--- src/rtl/instr_encoder_pkg.sv ---
// instr_encoder_pkg: instruction formats, opcodes and the 12-bit range helper
// shared by the encoder, the decode stage and the benches.
package instr_encoder_pkg;

   typedef enum logic [1:0] {
      FMT_LOAD   = 2'b00,
      FMT_STORE  = 2'b01,
      FMT_BRANCH = 2'b10,
      FMT_JUMP   = 2'b11
   } fmt_e;

   localparam logic [6:0] OP_LOAD   = 7'h03;
   localparam logic [6:0] OP_STORE  = 7'h23;
   localparam logic [6:0] OP_BRANCH = 7'h63;
   localparam logic [6:0] OP_JALR   = 7'h67;

   // True when the value is a pure sign extension of its low 12 bits.
   function automatic logic imm_fits12(input logic [31:0] imm);
      return (imm[31:11] == 21'h00_0000) || (imm[31:11] == 21'h1F_FFFF);
   endfunction

endpackage

--- src/rtl/instr_encoder_imm_scatter.sv ---
// imm_scatter: purely combinational assembly of a 32-bit RISC-V word from
// format, register fields and the truncated 12-bit immediate.
module imm_scatter
   import instr_encoder_pkg::*;
(
   input  logic [1:0]  fmt_i,
   input  logic [6:0]  opcode_i,
   input  logic [2:0]  funct3_i,
   input  logic [4:0]  rd_i,
   input  logic [4:0]  rs1_i,
   input  logic [4:0]  rs2_i,
   input  logic [11:0] imm_i,
   output logic [31:0] instr_o
);

   // Place the immediate bits where the decode stage expects them for each format.
   always_comb begin
      instr_o = 32'h0000_0000;
      case (fmt_e'(fmt_i))
         FMT_LOAD, FMT_JUMP: instr_o = {imm_i, rs1_i, funct3_i, rd_i, opcode_i};
         FMT_STORE:          instr_o = {imm_i[11:5], rs2_i, rs1_i, funct3_i, imm_i[4:0], opcode_i};
         FMT_BRANCH:         instr_o = {imm_i[11], imm_i[9:4], rs2_i, rs1_i, funct3_i,
                                        imm_i[3:0], imm_i[10], opcode_i};
         default:            instr_o = 32'h0000_0000;
      endcase
   end

endmodule

--- src/rtl/instr_encoder.sv ---
// instr_encoder: two-stage valid/ready encoder producing RISC-V words from fields.
// Defining ENCODER_RANGE_CHECK_EN builds the 12-bit range checker and err_count.
module instr_encoder
   import instr_encoder_pkg::*;
#(
   parameter int COUNT_W = 8
) (
   input  logic               clk,
   input  logic               reset,
   input  logic               in_valid,
   output logic               in_ready,
   input  logic [1:0]         fmt,
   input  logic [6:0]         opcode,
   input  logic [2:0]         funct3,
   input  logic [4:0]         rd,
   input  logic [4:0]         rs1,
   input  logic [4:0]         rs2,
   input  logic [31:0]        imm,
   output logic               out_valid,
   input  logic               out_ready,
   output logic [31:0]        instr,
   output logic               range_err,
   output logic [COUNT_W-1:0] enc_count,
   output logic [COUNT_W-1:0] err_count
);

   localparam logic [COUNT_W-1:0] CNT_MAX = {COUNT_W{1'b1}};
   localparam logic [COUNT_W-1:0] CNT_ONE = {{(COUNT_W-1){1'b0}}, 1'b1};

   logic               a_valid_q;
   logic [1:0]         a_fmt_q;
   logic [6:0]         a_opcode_q;
   logic [2:0]         a_funct3_q;
   logic [4:0]         a_rd_q;
   logic [4:0]         a_rs1_q;
   logic [4:0]         a_rs2_q;
   logic [11:0]        a_imm_q;
   logic               a_rerr_q;
   logic               b_valid_q;
   logic [31:0]        b_instr_q;
   logic               b_rerr_q;
   logic [COUNT_W-1:0] enc_count_q;
   logic               b_adv_s;
   logic               a_ready_s;
   logic               accept_s;
   logic               deliver_s;
   logic               rerr_s;
   logic [31:0]        instr_s;

   assign b_adv_s   = !b_valid_q || out_ready;
   assign a_ready_s = !a_valid_q || b_adv_s;
   assign in_ready  = !reset && a_ready_s;
   assign accept_s  = in_valid && in_ready;
   assign deliver_s = b_valid_q && out_ready;

`ifdef ENCODER_RANGE_CHECK_EN
   assign rerr_s = !imm_fits12(imm);
`else
   logic unused_imm_s;
   assign unused_imm_s = ^imm[31:12];
   assign rerr_s       = 1'b0;
`endif

   // Stage A: capture the input fields and the range verdict.
   always_ff @(posedge clk) begin
      if (reset) begin
         a_valid_q  <= 1'b0;
         a_fmt_q    <= 2'b00;
         a_opcode_q <= 7'h00;
         a_funct3_q <= 3'h0;
         a_rd_q     <= 5'h00;
         a_rs1_q    <= 5'h00;
         a_rs2_q    <= 5'h00;
         a_imm_q    <= 12'h000;
         a_rerr_q   <= 1'b0;
      end else if (a_ready_s) begin
         a_valid_q <= accept_s;
         if (accept_s) begin
            a_fmt_q    <= fmt;
            a_opcode_q <= opcode;
            a_funct3_q <= funct3;
            a_rd_q     <= rd;
            a_rs1_q    <= rs1;
            a_rs2_q    <= rs2;
            a_imm_q    <= imm[11:0];
            a_rerr_q   <= rerr_s;
         end
      end
   end

   imm_scatter u_scatter (
      .fmt_i    (a_fmt_q),
      .opcode_i (a_opcode_q),
      .funct3_i (a_funct3_q),
      .rd_i     (a_rd_q),
      .rs1_i    (a_rs1_q),
      .rs2_i    (a_rs2_q),
      .imm_i    (a_imm_q),
      .instr_o  (instr_s)
   );

   // Stage B: hold the assembled word until the consumer takes it.
   always_ff @(posedge clk) begin
      if (reset) begin
         b_valid_q <= 1'b0;
         b_instr_q <= 32'h0000_0000;
         b_rerr_q  <= 1'b0;
      end else if (b_adv_s) begin
         b_valid_q <= a_valid_q;
         if (a_valid_q) begin
            b_instr_q <= instr_s;
            b_rerr_q  <= a_rerr_q;
         end
      end
   end

   // Saturating count of delivered instructions.
   always_ff @(posedge clk) begin
      if (reset) begin
         enc_count_q <= {COUNT_W{1'b0}};
      end else if (deliver_s && (enc_count_q != CNT_MAX)) begin
         enc_count_q <= enc_count_q + CNT_ONE;
      end
   end

`ifdef ENCODER_RANGE_CHECK_EN
   logic [COUNT_W-1:0] err_count_q;

   // Saturating count of delivered instructions flagged out of range.
   always_ff @(posedge clk) begin
      if (reset) begin
         err_count_q <= {COUNT_W{1'b0}};
      end else if (deliver_s && b_rerr_q && (err_count_q != CNT_MAX)) begin
         err_count_q <= err_count_q + CNT_ONE;
      end
   end

   assign err_count = err_count_q;
`else
   assign err_count = {COUNT_W{1'b0}};
`endif

   assign out_valid = b_valid_q;
   assign instr     = b_instr_q;
   assign range_err = b_rerr_q;
   assign enc_count = enc_count_q;

endmodule

--- config.mk ---
export PLATFORM = sky130hd
export DESIGN_NAME = instr_encoder
export DESIGN_NICKNAME = d
export VERILOG_FILES = /design/src/rtl/instr_encoder_pkg.sv /design/src/rtl/instr_encoder_imm_scatter.sv /design/src/rtl/instr_encoder.sv
export SDC_FILE = /design/constraint.sdc
export NUM_CORES = 1
export LEC_CHECK = 0
export CAP_MARGIN = 20
export CORE_ASPECT_RATIO = 1.4
export CORE_MARGIN = 3
export CORE_UTILIZATION = 25
export CTS_CLUSTER_SIZE = 20
export DETAILED_ROUTE_END_ITERATION = 6
export DONT_BUFFER_PORTS = 1
export PLACE_DENSITY = 0.43
export SLEW_MARGIN = 20
export SYNTH_ARGS = -nofsm -noshare
export SYNTH_HDL_FRONTEND = slang
export SYNTH_HIERARCHICAL = 1
export SYNTH_SLANG_ARGS = --single-unit
--- constraint.sdc ---
create_clock -name clk -period 1.77 [get_ports clk]
set_input_delay 0.354 -clock clk [delete_from_list [all_inputs] [get_ports clk]]
set_output_delay 0.354 -clock clk [all_outputs]
set_load 0.05 [all_outputs]
* After elaboration in Yosys (flattened, before gate mapping) *
Index checks and enable logic that the tools add are counted.

operators by class
  $add $sub $neg = 1
  equality and inequality tests = 4
  muxes and demuxes = 1
  reduce and logical (&&, ||, !) cells = 13

operator list
  cell                                                                    count
  32-bit one-hot mux with 3 select lines                                  1
  8-bit by 1-bit adder with 8-bit output (second input constant)          1
  8-bit inequality test (second input constant)                           1
  2-bit equality test (second input constant)                             2
  1-bit logical AND                                                       4
  2-bit AND reduction                                                     2
  1-bit logical NOT                                                       3
  2-bit by 1-bit equality test with 1-bit output (second input constant)  1
  2-bit logical NOT                                                       1
  1-bit logical OR                                                        2
  2-bit OR reduction                                                      1

storage, ports and cells
  register bits after elaboration = 81
  input port bits = 63

* Longest topological paths before layout *
  depth in word-level cells = 6
  gate-level depth with buffers = 7

* Hierarchy *
The synthesis kept the hierarchy.

modules (own cells, without submodules)
  module         times used  cells each  area each (sq um)  sequential area each (sq um)
  instr_encoder  1           375         3089.2             1621.6
  imm_scatter    1           63          391.6              0.0

* Worst setup path before layout *
OpenSTA, ideal clock, no wires.

  kind = input to output
  from = in reset
  to = out in_ready
  arrival = 1.621 ns
  required time = 1.416 ns
  path slack = -0.205 ns
  cell stages on the path = 4
  path buffers = 3
  path through = buf_2 buf_2 clkbuf_1 a21oi_1

between the ends
  word-level cells in the longest chain between the ends = 2

RTL lines
  what                line                 text
  start: declaration  instr_encoder.sv:9   input logic reset,
  1-bit logical NOT   instr_encoder.sv:52  assign in_ready = !reset && a_ready_s;
  1-bit logical AND   instr_encoder.sv:52
  end: declaration    instr_encoder.sv:11  output logic in_ready,

No other way between the ends.

* Worst setup path after layout *
  from = reg a_fmt_q[0]
  to = reg b_instr_q[30] (netlist: instr[30])

between the ends
  word-level cells in the longest chain between the ends = 3
  elaborated cells between the ends (all ways) = 6
  classes of those cells = eq/ne (3); mux (1); reduce/logical (2)

RTL lines
  what                                                      line                             text
  start: declaration                                        instr_encoder.sv:31              logic [1:0] a_fmt_q;
  start signal: assignment                                  instr_encoder.sv:79              a_fmt_q <= fmt;
  2-bit equality test or 2-bit logical NOT (tied branches)  instr_encoder_imm_scatter.sv:19  case (fmt_e'(fmt_i))
  2-bit OR reduction                                        instr_encoder_imm_scatter.sv:19
  32-bit one-hot mux with 3 select lines *                  instr_encoder_imm_scatter.sv:19
  net instr_s[30]                                           instr_encoder.sv:48              logic [31:0] instr_s;
  end signal: assignment                                    instr_encoder.sv:111             b_instr_q <= instr_s;
  end: declaration                                          instr_encoder.sv:40              logic [31:0] b_instr_q;

Mark *: on every way through the listed nets, which the timed path passes. The rest lies on a longest branch. The select of a mux whose other input is x is not followed.
A chain may end at the register's enable or synchronous reset.

==> flow_metrics.py <==
metrics = {
    "run_status": {
        "status": "finished, final reports clean",
    },
    "global_route": {
        "grt_max_degree": 84,
        "grt_util_all_layers_pct": 11.6,
        "antenna_found_initial": 0,
        "grt_first_pass_wirelength_microns": 14200,
        "overflow": 0,
        "grt_pass1_vias": 2619,
    },
    "critical_path": {
        "critPathTopFamily": "simple AND/OR/NAND/NOR gates",
        "slowest_delay_ns": 0.36,
        "worst_ep_required_time_ns": 1.99,
        "cp-end-kind": "flip-flop",
        "crit_chain": "inv_1 > ha_1 > or2_0 > a22o_1 > nand2_1 > a21oi_1",
        "cp_max_fo": 7,
        "worstPathArrival_ns": 1.78,
        "path_buf_inv": 1,
        "setup.worst_path.start_class": "flip-flop",
        "crit_path_top_delay_cell": "dfxtp_1",
        "critical_path_class": "reg -> reg",
    },
    "cts": {
        "postCtsSetupRepairBufs": 0,
        "h-tree-depth": 3,
        "clk-insertion-delay-late_ns": 0.33,
        "clock_sinks": 81,
        "cts_hold_buf": 0,
        "clk_pin_slew_ns": 0.06,
        "cts_root_buf": "clkbuf_16",
        "cts_tree": "built",
        "cts_inserted_buffers": 9,
        "cts_buffer_depth": 2,
        "postCtsResizedCells": 0,
    },
    "synth": {
        "syn_inst": 438,
        "synth-edff-count": 0,
        "syn_area_sq_um": 3480,
        "synthTopCellsByCount": "nand2_1 (117), dfxtp_1 (81), o21ai_0 (51)",
        "synth-async-reset-ratio_pct": 0,
        "yosysUniqueCellTypes": 32,
        "ys_seq_area_share_pct": 46.6,
        "synth_top_area_cell": "dfxtp_1",
        "yosysTopAreaCellShare_pct": 46.6,
        "avgSynthCellArea_sq_um": 7.95,
        "yosys-top-cells-area": "dfxtp_1 (47%), nand2_1 (13%), o21ai_0 (7.3%)",
        "synth.most_common_cell": "nand2_1",
        "synth_seq_cells": 81,
        "ys.flop_type": "dfxtp_1",
        "synth_warnings": 6,
    },
    "power": {
        "ir_worst_vdd_v": 0.000357,
        "p_leak_uw": 0.00135,
        "powerDensity_nw_per_um2": 1110,
    },
    "route": {
        "via_per_inst": 4.43,
        "ant_nets": 0,
        "dr.pass1.iters": 5,
        "wl_per_cell_microns": 14.3,
        "routed_wl_microns": 8670,
        "drtIter0Drc": 109,
        "drcViolationCount": 0,
        "vias": 2683,
    },
    "floorplanning": {
        "core_sq_um": 13500,
        "die_area_sq_um": 15400,
        "rows": 50,
        "die_x_microns": 106,
        "die_h_microns": 146,
        "initial_core_util_pct": 25.8,
        "ioPinCount": 114,
    },
    "layout": {
        "instances_no_fill": 606,
        "antenna_cells": 0,
        "layout-drive-gt1-share_pct": 8.73,
        "area_delta_synth_final_pct": 10.7,
        "nNetsFinal": 485,
    },
    "timing": {
        "post-route-period-util_pct": 88.1,
        "worst_pin_slew_ns": 0.573,
        "fin_skew_ns": 0.00784,
        "hold_viol": 0,
        "setup_violations": 0,
        "fin_crit_ns": 1.56,
        "drv_slew": 0,
        "finalSetupTns_ns": 0,
        "fmaxAchievable_mhz": 641,
        "rsz0062_at_grt": "false",
        "slew_headroom_pct": 61.7,
    },
    "placement": {
        "gp_congestion": 0.726,
        "io_buffers": 0,
        "dp_cells": 590,
        "dp.final_hpwl_microns": 6010,
    },
    "worst_hold_path": {
        "hold_class": "in -> reg",
    },
    "job": {
        "cap_violations": 0,
    },
}
-- sequential cells by signal (all words and copies together), names as in the netlist --
register and flops:
a_fmt_q 2, instr 32, enc_count 8, a_rs2_q 5, a_valid_q 1, a_rd_q 5, a_rs1_q 5, a_imm_q 12
a_opcode_q 7, out_valid 1, a_funct3_q 3
-- routing by layer --
layer / up-vias / routed length (microns) / global-route usage [%]
li1: 1361 / - / -
met5: - / 0 / 0
met3: 11 / 547 / 3.91
met2: 57 / 4360 / 19.4
met1: 1254 / 3600 / 13.5
met4: 0 / 160 / 5.06
-- placed cells by master, fill, tap and decap left out, types with 2 or more instances in the layout --
cell type and count:
nand2_1 117, dfxtp_1 81, o21ai_0 51, nand2b_1 40, a21oi_1 35, buf_4 16
nor2_1 11, conb_1 9, clkbuf_16 9, a22o_1 6, a22oi_1 5, inv_1 4
o21ai_1 3, nand4_1 3, nor3_1 3, ha_1 3, clkinv_2 3, and4_1 2
nand3_1 2, a211oi_1 2, mux2i_1 2, o21bai_1 2, a31oi_1 2, clkbuf_8 2
-- cell families after synthesis --
family | Yosys count | synth area share [%]
xor+xnor | 2 | 0.503
buf+inv | 59 | 10.1
mux | 2 | 0.575
compound gates | 108 | 17.3
fa+ha+maj | 3 | 1.08
flops | 81 | 46.6
other cells | 1 | 0.108
simple gates | 182 | 23.7
-- path summary, 6_finish.rpt --
kind | startpoint | to | slack, ns | cells after the start
worst max-delay path | a_fmt_q[0]$_SDFFE_PP0P_ | instr[30]$_SDFFE_PP0P_ | 0.21 | 6
worst min-delay path | reset | a_valid_q$_SDFFE_PP0P_ | 0.1 | 1
worst max register to register | a_fmt_q[0]$_SDFFE_PP0P_ | instr[30]$_SDFFE_PP0P_ | 0.21 | 6
worst min register to register | a_imm_q[11]$_SDFFE_PP0P_ | instr[31]$_SDFFE_PP0P_ | 0.45 | 2
-- where the power goes --
part           total, uW  internal (uW)  switching [uW]
combinational        325            113             211
clock               1890           1160             727
sequential          2050           1910             135
total               4260           3190            1070
-- metrics by stage --
step / area [sq um] / worst slack (ns) / hold slack, ns / util, % / total power [uW]
final: 3850 / 0.211 / 0.0970 / 28.5 / 4260
after CTS: 3850 / 0.210 / 0.0752 / 28.5 / 4350
after global placement: 3550 / 0.254 / 0.434 / 26.3 / 2420
after global routing: 3850 / 0.0805 / 0.0699 / 28.5 / 4480
after floorplan: 3510 / 0.0251 / 0.438 / - / 2410
after detailed placement: 3550 / 0.224 / 0.438 / 26.3 / 2420
-- layout make-up --
cell class	count	area [sq um]
multi-input combinational	306	1540
clock inverter	5	53.8
timing repair buffer	17	140
fill	1498	9660
sequential	81	1620
clock buffer	11	253
inverter	4	15.0
tap	182	228
Power figures use the tool's default switching activity.
==> RTL change (same settings) <==
Add a define of `ENCODER_RANGE_CHECK_EN`.
--- a/src/rtl/instr_encoder.sv
+++ b/src/rtl/instr_encoder.sv
@@ -1,5 +1,7 @@
 // instr_encoder: two-stage valid/ready encoder producing RISC-V words from fields.
 // Defining ENCODER_RANGE_CHECK_EN builds the 12-bit range checker and err_count.
+`define ENCODER_RANGE_CHECK_EN
+
 module instr_encoder
    import instr_encoder_pkg::*;
 #(
Behaviour: not the same (Yosys sat finds a counterexample within 4 cycles, from zero or initial values and one cycle with reset high).
==> RTL change against the unedited design <==
- wire length increased by 15%
- count of clock-buffer cells in the layout unchanged
- worst hold slack got worse by 11 ps
- clock power increased by 2%
- clock skew decreased by 4.8 ps
- synthesized area increased by 9.5%
- sequential share of layout area decreased by 0.17 points
- total power increased by 5.8%
- via count increased by 17%
- sequential cell count increased by 10
- setup slack got worse by 7.9 ps
- design area increased by 13%
- largest power group unchanged
==> RTL change: results <==
status:
  status: "finished clean"
logic_synthesis:
  synthTopCellsByCount: "nand2_1, dfxtp_1, o21ai_0"
  synthTopCellsByArea: "dfxtp_1, nand2_1, o21ai_0"
  yosysWarnings: 6
  ys_types: 41
  synth_seq_area_share: 0.478
  synth_flop_cell: "dfxtp_1"
drt:
  drtIter0Drc: 235
  drt_first_pass_iters: 4
  vias: 3147
  wire_per_inst_um: 14.7
min_path:
  hold_class: "primary input to register"
worst_setup_path:
  cpLargestDelayFamily: "simple AND/OR/NAND/NOR gates"
  cp_max_fo: 10
  cpPeakStageDelay_ps: 490
  crit_path_top_delay_cell: "or4_1"
finish:
  nNetsFinal: 551
  diodes: 0
  drive_above_1_share: 0.107
  fillers: 1629
cts:
  clk_pin_slew_ps: 60
  post_cts_buffers: 0
  cts_buffers: 9
  clk_latency_ps: 330
power_and_ir_drop:
  cellLeakagePower_uw: 0.00153
  ir_drop_mv: 0.383
place:
  place_congestion: 0.766
  hpwl_um: 7340
  io_buffer_count: 0
  dpl_cell_area_sq_um: 4050
sta:
  fin_skew_ps: 3.04
  worstMarginPinSlew_ps: 569
global_route:
  grt_max_degree: 56
  grt_pass1_vias: 3040
  grt_antenna_before_repair: 0
  grt_pass1_wl_um: 15600
  grtUsageTotal: 0.119
[RTL change: cell count changes after synthesis, moves of 6 or more]
cell | before | now
clkbuf_1 | 13 | 20
nand2_1 | 117 | 161
buf_4 | 26 | 16
nand2b_1 | 40 | 1
nand4_1 | 3 | 9
dfxtp_1 | 81 | 91
nor4_1 | 0 | 6
[RTL change: final cells by class]
type / instances / area [sq um] / share of cell area
clock buffers: 11 / 253 / 0.0580
clock inverters: 4 / 50.0 / 0.0115
inverters: 6 / 22.5 / 0.00517
multi-input cells: 347 / 1730 / 0.396
flip-flops and latches: 91 / 1820 / 0.419
well taps: 189 / 236 / 0.0543
repair buffers: 29 / 243 / 0.0557
[RTL change: final timing paths]
| path | endpoint | depth (start not counted) | slack [ps] | start |
|---|---|---|---|---|
| hold reg to reg | instr[3]$_SDFFE_PP0P_ | 2 | 450 | a_opcode_q[3]$_SDFFE_PP0P_ |
| setup / recovery | err_count[7]$_SDFFE_PP0P_ | 5 | 200 | err_count[0]$_SDFFE_PP0P_ |
| setup reg to reg | err_count[7]$_SDFFE_PP0P_ | 5 | 200 | err_count[0]$_SDFFE_PP0P_ |
| hold / removal | enc_count[5]$_SDFFE_PP0P_ | 1 | 90 | reset |
[RTL change: worst reg2reg max path: stages (launching register included)]
cell     delay (ps)
dfxtp_2         340
ha_1            230
nand4_1         130
o21ai_2         140
or4_1           490
a21oi_1         170
[RTL change: routing by layer]
metal  routed length [um]  GRT usage
met3                  976     0.0471
met5                    0          0
met4                  150     0.0464
met2                 4800      0.197
met1                 4000      0.135
[RTL change: metrics by stage]
| step | utilization | setup WS (ps) | std cells |
|---|---|---|---|
| after floorplan | - | 3.12 | 490 |
| after global placement | 0.276 | 250 | 662 |
| after detailed placement | 0.276 | 228 | 662 |
| after CTS | 0.296 | 186 | 677 |
| after global routing | 0.296 | 66.8 | 677 |
| final | 0.296 | 203 | 677 |
[RTL change: cell families (layout without fill, tap and decap cells)]
logic type / after synthesis / in the layout / synth area share
muxes: 3 / 3 / 0.00820
adders and majority gates: 4 / 4 / 0.0131
AOI/OAI and AO/OA: 118 / 118 / 0.174
DFF: 91 / 91 / 0.478
buffers and inverters: 52 / 50 / 0.0702
xor gates and xnor gates: 5 / 5 / 0.0115
and+or+nand+nor: 217 / 217 / 0.245
[RTL change: where the power goes]
| part | total (uW) | leakage (uW) | switching, uW | internal, uW |
|---|---|---|---|---|
| combinational | 300 | 0.000644 | 188 | 111 |
| clock | 1930 | 0.000144 | 770 | 1160 |
| sequential | 2280 | 0.000744 | 139 | 2140 |
